### config.mk
export PLATFORM = sky130hd
export DESIGN_NAME = bscan_tap_ctrl
export DESIGN_NICKNAME = d
export VERILOG_FILES = /design/src/rtl/bscan_tap_ctrl.sv
export SDC_FILE = /design/constraint.sdc
export NUM_CORES = 1
export LEC_CHECK = 0
export CAP_MARGIN = 25
export CORE_UTILIZATION = 28
export DETAILED_ROUTE_END_ITERATION = 6
export GPL_TIMING_DRIVEN = 0
export SKIP_LAST_GASP = 1
export SYNTH_ARGS = -nofsm -noshare
export SYNTH_HDL_FRONTEND = slang
export SYNTH_SLANG_ARGS = --single-unit
### constraint.sdc
create_clock -name clk -period 2.19 [get_ports clk]
set_clock_uncertainty 0.05 [all_clocks]
set_input_delay 0.5475 -clock clk [delete_from_list [all_inputs] [get_ports clk]]
set_output_delay 0.5475 -clock clk [all_outputs]
set_load 0.005 [all_outputs]
### src/rtl/bscan_tap_ctrl.sv
// IEEE 1149.1-style TAP controller driving a shared boundary-scan cell chain.
// Define BSCAN_TAP_IDCODE_EN to add the 32-bit IDCODE register and make IDCODE the reset instruction.
module bscan_tap_ctrl #(
  parameter int unsigned IR_WIDTH   = 4,
  parameter logic [31:0] IDCODE_VAL = 32'h0000_0001
) (
  input  logic       clk,
  input  logic       rst,
  input  logic       tms,
  input  logic       tdi,
  output logic       tdo,
  output logic       tdo_en,
  output logic       bc_si,
  input  logic       bc_so,
  output logic       bc_capture_en,
  output logic       bc_shift_dr,
  output logic       bc_update_en,
  output logic       bc_mode,
  output logic [3:0] state_o
);

  localparam int unsigned STATE_WIDTH = 4;
  localparam logic [IR_WIDTH-1:0] OP_EXTEST  = '0;
  localparam logic [IR_WIDTH-1:0] OP_SAMPLE  = IR_WIDTH'(1);
  localparam logic [IR_WIDTH-1:0] OP_BYPASS  = '1;
  localparam logic [IR_WIDTH-1:0] IR_CAPTURE = IR_WIDTH'(1);
`ifdef BSCAN_TAP_IDCODE_EN
  localparam int unsigned ID_WIDTH = 32;
  localparam logic [IR_WIDTH-1:0] OP_IDCODE = IR_WIDTH'(2);
  localparam logic [IR_WIDTH-1:0] RST_INSTR = OP_IDCODE;
`else
  localparam logic [IR_WIDTH-1:0] RST_INSTR = OP_BYPASS;
`endif

  // Elaboration-time parameter sanity check
  if (IR_WIDTH < 2 || IDCODE_VAL[0] != 1'b1) begin : g_param_err
    $error("bscan_tap_ctrl: IR_WIDTH must be >= 2 and IDCODE_VAL[0] must be 1");
  end

  typedef enum logic [STATE_WIDTH-1:0] {
    TLR    = 4'd0,  RTI    = 4'd1,  SEL_DR = 4'd2,  CAP_DR = 4'd3,
    SH_DR  = 4'd4,  EX1_DR = 4'd5,  PA_DR  = 4'd6,  EX2_DR = 4'd7,
    UPD_DR = 4'd8,  SEL_IR = 4'd9,  CAP_IR = 4'd10, SH_IR  = 4'd11,
    EX1_IR = 4'd12, PA_IR  = 4'd13, EX2_IR = 4'd14, UPD_IR = 4'd15
  } tap_state_e;

  tap_state_e          state;
  tap_state_e          next_state;
  logic [IR_WIDTH-1:0] ir_cur;
  logic [IR_WIDTH-1:0] ir_shift;
  logic                bypass;
  logic                sel_chain;
  logic                sel_bypass;
`ifdef BSCAN_TAP_IDCODE_EN
  logic                sel_id;
  logic [ID_WIDTH-1:0] id_reg;
`endif

  always_ff @(posedge clk) begin
    if (rst) state <= TLR;
    else     state <= next_state;
  end

  // Standard 1149.1 TMS graph
  always_comb begin
    next_state = state;
    case (state)
      TLR:    next_state = tms ? TLR    : RTI;
      RTI:    next_state = tms ? SEL_DR : RTI;
      SEL_DR: next_state = tms ? SEL_IR : CAP_DR;
      CAP_DR: next_state = tms ? EX1_DR : SH_DR;
      SH_DR:  next_state = tms ? EX1_DR : SH_DR;
      EX1_DR: next_state = tms ? UPD_DR : PA_DR;
      PA_DR:  next_state = tms ? EX2_DR : PA_DR;
      EX2_DR: next_state = tms ? UPD_DR : SH_DR;
      UPD_DR: next_state = tms ? SEL_DR : RTI;
      SEL_IR: next_state = tms ? TLR    : CAP_IR;
      CAP_IR: next_state = tms ? EX1_IR : SH_IR;
      SH_IR:  next_state = tms ? EX1_IR : SH_IR;
      EX1_IR: next_state = tms ? UPD_IR : PA_IR;
      PA_IR:  next_state = tms ? EX2_IR : PA_IR;
      EX2_IR: next_state = tms ? UPD_IR : SH_IR;
      UPD_IR: next_state = tms ? SEL_DR : RTI;
      default: next_state = TLR;
    endcase
  end

  // Instruction decode; unlisted opcodes fall through to BYPASS
  always_comb begin
    sel_chain  = (ir_cur == OP_EXTEST) || (ir_cur == OP_SAMPLE);
`ifdef BSCAN_TAP_IDCODE_EN
    sel_id     = (ir_cur == OP_IDCODE);
    sel_bypass = !sel_chain && !sel_id;
`else
    sel_bypass = !sel_chain;
`endif
  end

  always_ff @(posedge clk) begin
    if (rst) begin
      ir_cur   <= RST_INSTR;
      ir_shift <= '0;
      bypass   <= 1'b0;
`ifdef BSCAN_TAP_IDCODE_EN
      id_reg   <= IDCODE_VAL;
`endif
    end else begin
      if (next_state == TLR)  ir_cur <= RST_INSTR;
      else if (state == UPD_IR) ir_cur <= ir_shift;

      case (state)
        CAP_IR:  ir_shift <= IR_CAPTURE;
        SH_IR:   ir_shift <= {tdi, ir_shift[IR_WIDTH-1:1]};
        default: ;
      endcase

      if (sel_bypass) begin
        if (state == CAP_DR)     bypass <= 1'b0;
        else if (state == SH_DR) bypass <= tdi;
      end
`ifdef BSCAN_TAP_IDCODE_EN
      if (sel_id) begin
        if (state == CAP_DR)     id_reg <= IDCODE_VAL;
        else if (state == SH_DR) id_reg <= {tdi, id_reg[ID_WIDTH-1:1]};
      end
`endif
    end
  end

  // Moore decode of cell controls and serial output from registered state
  always_comb begin
    tdo_en        = (state == SH_DR) || (state == SH_IR);
    tdo           = 1'b0;
    bc_si         = tdi;
    bc_capture_en = !(sel_chain && ((state == CAP_DR) || (state == SH_DR)));
    bc_shift_dr   = (state == SH_DR);
    bc_update_en  = sel_chain && (state == UPD_DR);
    bc_mode       = (ir_cur == OP_EXTEST);
    state_o       = STATE_WIDTH'(state);
    if (state == SH_IR) begin
      tdo = ir_shift[0];
    end else if (state == SH_DR) begin
      if (sel_chain) tdo = bc_so;
`ifdef BSCAN_TAP_IDCODE_EN
      else if (sel_id) tdo = id_reg[0];
`endif
      else tdo = bypass;
    end
  end

endmodule

==> results.cfg, run 1 <==
[outcome]
outcome = finished, final reports clean

[synthesis]
synthCells = 94
synth_fp_nets = 99
synth_ff_type = dfxtp_1
synth_edf_count = 0
netlist-cell-type-count = 38
synth_top_family_by_area = compound AO/OA/AOI/OAI gates
async_flop_share_pct = 0
syn_avg_cell_area_um2 = 8.11
yosysTopAreaCell = dfxtp_1
yosysWarnings = 0
yosys.area_share.simple_pct = 23.5
synth-compound-area-share_pct = 25.0
ys_ff_latch = 13
synth_xor_area_share_pct = 2.30
synthTopCellsByArea = dfxtp_1 (34%), nand2_1 (5.9%), mux2i_1 (5.3%)
synthesis.area_um2 = 762
synth_top_area_share_pct = 34.2
ys_seq_area_share_pct = 34.2
synth_fa_ha_area_share_pct = 0
synth_mux_area_share_pct = 5.25

[power_and_ir_drop]
p_leak_uw = 0.000352
p_int_uw = 348
power_frac_clock_pct = 32.1
switching_share_pct = 27.7
irDropWorstVdd_mv = 0.198
powerDensity_nw_per_um2 = 490
p_switching_uw = 134
p_seq_share_pct = 51.0
combPwrFrac_pct = 16.9

[die]
die_x_um = 54.2
ios = 16
placementRows = 18
die_h_um = 54.2
coreArea_um2 = 2520
initial_utilization_pct = 30.2
die-area_um2 = 2930

[cts]
h-tree-depth = 1
clkLatencyLatePin_ns = 0.28
clk_pin_slew_ns = 0.09
cts_hold_buf = 0
cts_tree = done
clockRootBuffer = clkbuf_4
cts_buffers = 3
clkSinkCount = 13
clock_path_buffers = 2

[timing]
clock.fmax_mhz = 472
min_period_over_period_pct = 96.8
final-setup-viol-count = 0
fin_setup_tns_ns = 0
rsz0062_at_grt = false
final_max_slew_viol_count = 0
relSlewSlack_pct = 69.9
worst_slew_pin_slew_ns = 0.451
finalHoldViolCount = 0
period_needed_ns = 2.12
fin_ws_ns = 0.0696

[place]
hpwlAfterDp_mm = 1.31
gp_congestion = 0.758
dpl_worst_slack_ns = -0.153
io_buffers = 14

[layout]
synthToLayoutAreaGrowth_pct = 29.1
antennaDiodeCount = 0
seqCellArea_um2 = 269
multi_input_area_um2 = 447
fillers = 270
drive_above_1_share_pct = 21.4
fin_nets = 118

[worst_setup_path]
worst_ep_arrival_time_ns = 1.52
cp_slowest_cell = or4b_4
worstSetupPathType = reg2out
crit_fanout = 4
rrSetupSlack_ns = 0.75
path_cells = or4b_4 -> o21ai_0 -> clkdlybuf4s15_1
cp-end-kind = output pin
required_ns = 1.59
crit_start = state_o[1]$_SDFF_PP0_
startpoint_type = flop
cp_slowest_stage_delay_ns = 0.58
r2r-start = state_o[1]$_SDFF_PP0_

[drt]
ant_nets = 0
vias_per_cell = 5.30
via_count = 753
routed_wl_mm = 1.78
drt_pass1_iterations = 4
drc_errors = 0
wl_per_cell_um = 12.5
drt_iter0_drc = 26

[global_routing]
overflow = 0
grt_pass1_vias = 676
grt_pass1_wl_mm = 2.86
grt_max_degree = 11
grt.total_usage_pct = 14.2
antenna_found_initial = 0

[job]
maxCapViolCount = 0

[worst_hold_path]
hold_class = reg2reg
hold_start = ir_shift[1]$_SDFFE_PP0N_
[path summary, 6_finish.rpt]
path | end | cells past startpoint
setup / recovery | tdo_en | 3
hold / removal | ir_shift[1]$_SDFFE_PP0N_ | 2
setup reg to reg | bypass$_SDFFE_PP0P_ | 5
hold reg to reg | ir_shift[1]$_SDFFE_PP0N_ | 2
[sequential cells by signal, summed over array words and instances, names as in the netlist]
register	count
state_o	4
ir_cur	4
ir_shift	4
bypass	1
[area by class of cell]
cell class,instances,area share [%]
Clock buffer,4,2.67
Inverter,5,2.42
Timing Repair Buffer,15,13.5
Multi-Input combinational cell,67,45.4
Sequential cell,13,27.4
Tap cell,30,3.82
Buffer,8,4.83
[routing by layer]
layer	track usage, %	wire, µm
met1	17.8	858
met2	20.5	794
met3	3.67	82
met4	10.7	46
met5	0	0
[metrics by stage]
step / cell area (µm²) / hold WS [ns] / power (µW) / cells / util (%)
final: 983 / 0.417 / 482 / 142 / 39.0
after floorplan: 762 / 0.382 / 303 / 94 / -
after global routing: 983 / 0.427 / 499 / 142 / 39.0
after global placement: 940 / 0.393 / 333 / 138 / 37.3
after detailed placement: 940 / 0.401 / 333 / 138 / 37.3
after CTS: 987 / 0.414 / 485 / 142 / 39.1
[cell families (layout without fill, tap and decap cells)]
kind of cell,after synthesis,in the layout
multiplexers,4,4
flip-flops,13,13
AO/OA/AOI/OAI,26,26
AND/OR/NAND/NOR,35,35
XOR/XNOR,2,2
buffers and inverters,14,32
[placed cells by master (no fill, tap or decap), types with 2 or more instances in the layout]
cell type	n
a22oi_1	2
clkbuf_1	2
nand2_1	12
dfxtp_1	10
dlygate4sd2_1	3
a31oi_1	5
inv_1	4
buf_2	4
a21oi_1	4
nand2b_1	2
dfxtp_4	2
nor2b_1	2
nand3_1	6
clkbuf_4	4
a2111oi_0	2
buf_4	3
clkdlybuf4s50_1	7
o21ai_0	3
mux2i_1	4
nor2_1	5
nor3_1	2
[cells in the mapped netlist, drive strengths merged, types with 3 or more instances]
master,instances
dfxtp,13
nand2,12
buf,7
nand3,7
a21oi,5
a31oi,5
nor2,5
inv,4
mux2i,4
o21ai,3
[power groups by stage]
stage / Clock, µW / Sequential, µW / Combinational (µW)
6_report: 155 / 246 / 81.5
5_1_grt: 163 / 247 / 89.6
4_1_cts: 157 / 246 / 80.9
3_5_place_dp: 0 / 251 / 82.0
3_3_place_gp: 0 / 251 / 82.4
2_1_floorplan: 0 / 250 / 53.0
[worst max-delay path: cells and delay by family (launching register included)]
| kind | cells | cell delay (ns) |
|---|---|---|
| buffers and inverters | 1 | 0.22 |
| AO/OA/AOI/OAI | 1 | 0.10 |
| flip-flops | 1 | 0.35 |
| AND/OR/NAND/NOR | 1 | 0.58 |
[repair_timing]
action / in CTS / in global routing
hold endpoints to repair: 0 / 0
endpoints found under the setup margin: 7 / 3
setup buffers: 1 / 0
pin swaps: 1 / 1
gates resized for setup: 22 / 7
No activity file was read; power rests on OpenSTA's default activity.
==> run 2: changes to the inputs <==
==> constraint.sdc (replaced) <==
create_clock -name clk -period 2.3 [get_ports clk]
set_clock_uncertainty 0.05 [all_clocks]
set_input_delay 0.575 -clock clk [delete_from_list [all_inputs] [get_ports clk]]
set_output_delay 0.575 -clock clk [all_outputs]
set_load 0.005 [all_outputs]
==> run 2 against run 1 <==
Compared with the run above:
- highest routed layer unchanged
- critical endpoint is now bc_shift_dr
- non-clock buffer count unchanged
- final cell count unchanged
- core utilization fell by 0.40 points
- largest power group unchanged
==> results.cfg, run 2 (synthesis gave the netlist of run 1 again) <==
[layout]
fin_nets = 118
mostFrequentLayoutCell = nand2_1
layout_common_cells = nand2_1 (12), dfxtp_1 (11), clkdlybuf4s50_1 (7), nand3_1 (6)
drive_above_1_share_pct = 20.5
antennaDiodeCount = 0
synthToLayoutAreaGrowth_pct = 27.8
stdcell_area_um2 = 973

[cts]
clockRootBuffer = clkbuf_4
cts_hold_buf = 0
clkSinkCount = 13
cts_tree = done
clock_path_buffers = 2
cts_buffers = 3
clkLatencyLatePin_ns = 0.29
clk_pin_slew_ns = 0.09
h-tree-depth = 1

[place]
hpwlAfterDp_mm = 1.31
place_area_um2 = 940
gp_congestion = 0.758
io_buffers = 14

[worst_setup_path]
cp_slowest_cell = or4b_4
required_ns = 1.67
startpoint_type = flop
cp-end-kind = output pin
cp_slowest_stage_delay_ns = 0.53
path_cells = buf_6 -> or4b_4 -> clkinv_2 -> dlygate4sd2_1
worst_ep_arrival_time_ns = 1.58
worstSetupPathType = reg2out
crit_buf_inv = 3
crit_family = simple AND/OR/NAND/NOR gates
crit_fanout = 8

[die]
die-area_um2 = 2930
die_h_um = 54.2
die_x_um = 54.2
initial_utilization_pct = 30.2
coreArea_um2 = 2520
ios = 16
placementRows = 18

[global_routing]
grt.total_usage_pct = 14.2
antenna_found_initial = 0
grt_max_degree = 11
overflow = 0
grt_pass1_vias = 680
grt_pass1_wl_mm = 2.86

[power_and_ir_drop]
p_leak_uw = 0.000371
p_int_uw = 333
p_seq_share_pct = 50.6
switching_share_pct = 27.9
powerDensity_nw_per_um2 = 475
p_switching_uw = 129
finalPower_uw = 463
power_frac_clock_pct = 32.1
irDropWorstVdd_mv = 0.189
combPwrFrac_pct = 17.4

[job]
maxCapViolCount = 0

[drt]
drt_iter0_drc = 20
wl_per_cell_um = 12.9
ant_nets = 0
drc_errors = 0
routed_wl_mm = 1.83
via_count = 760
vias_per_cell = 5.35
drt_pass1_iterations = 4

[timing]
final-setup-viol-count = 0
worst_slew_pin_slew_ns = 0.460
rsz0062_at_grt = false
period_needed_ns = 2.21
finalHoldViolCount = 0
final_max_slew_viol_count = 0
clock.fmax_mhz = 453
fin_worst_hold_slack_ns = 0.417
relSlewSlack_pct = 69.3
min_period_over_period_pct = 95.9

[worst_hold_path]
hold_class = reg2reg

[outcome]
outcome = finished, final reports clean
run 2: path summary, 6_finish.rpt:
path,slack (ns),startpoint,cells after the start,to
max reg2reg,0.83,state_o[3]$_SDFF_PP0_,5,bypass$_SDFFE_PP0P_
max,0.09,state_o[3]$_SDFF_PP0_,4,bc_shift_dr
min,0.42,ir_shift[1]$_SDFFE_PP0N_,2,ir_shift[1]$_SDFFE_PP0N_
min reg2reg,0.42,ir_shift[1]$_SDFFE_PP0N_,2,ir_shift[1]$_SDFFE_PP0N_
run 2: stage by stage:
stage	setup TNS (ns)	setup slack [ns]	util, %	instances
final	0	0.0941	38.6	142
after global routing	0	0.0432	38.6	142
after CTS	-0.230	-0.102	39.3	143
after detailed placement	-0.206	-0.0982	37.3	138
after global placement	-0.165	-0.0935	37.3	138
after floorplan	0	0.505	-	94
run 2: area by class of cell:
| type | instances | area, µm² |
|---|---|---|
| Buffer | 9 | 56.3 |
| Clock buffer | 4 | 26.3 |
| Inverter | 5 | 20.0 |
| Fill cell | 270 | 1550 |
| Tap cell | 30 | 37.5 |
| Multi-Input combinational cell | 67 | 447 |
| Sequential cell | 13 | 263 |
| Timing Repair Buffer | 14 | 124 |
run 2: timing repair:
action / in CTS / in global routing
endpoints found under the setup margin: 7 / 4
buffers inserted: 1 / 0
pin swaps: 1 / 0
gates resized for setup: 13 / 7
run 2: worst register-to-register path: cells and delay by family (launching register included):
family	cells	cell delay, ns
flops	1	0.33
compound gates	3	0.29
buf+inv	1	0.13
simple gates	1	0.53
run 2: layer usage:
layer	GRT usage, %	part of all wire [%]	vias to the layer above
li1	-	-	377
met1	18.0	49	346
met2	20.3	43	29
met3	3.67	5.5	8
met4	10.7	3.0	0
met5	0	0	-
run 2: power by group through the flow:
| stage | Combinational (µW) | Sequential, µW | Clock (µW) |
|---|---|---|---|
| floorplan | 50.5 | 238 | 0 |
| global placement | 78.5 | 239 | 0 |
| detailed placement | 78.1 | 239 | 0 |
| CTS | 79.9 | 234 | 150 |
| global route | 87.3 | 234 | 156 |
| finish | 80.3 | 234 | 148 |
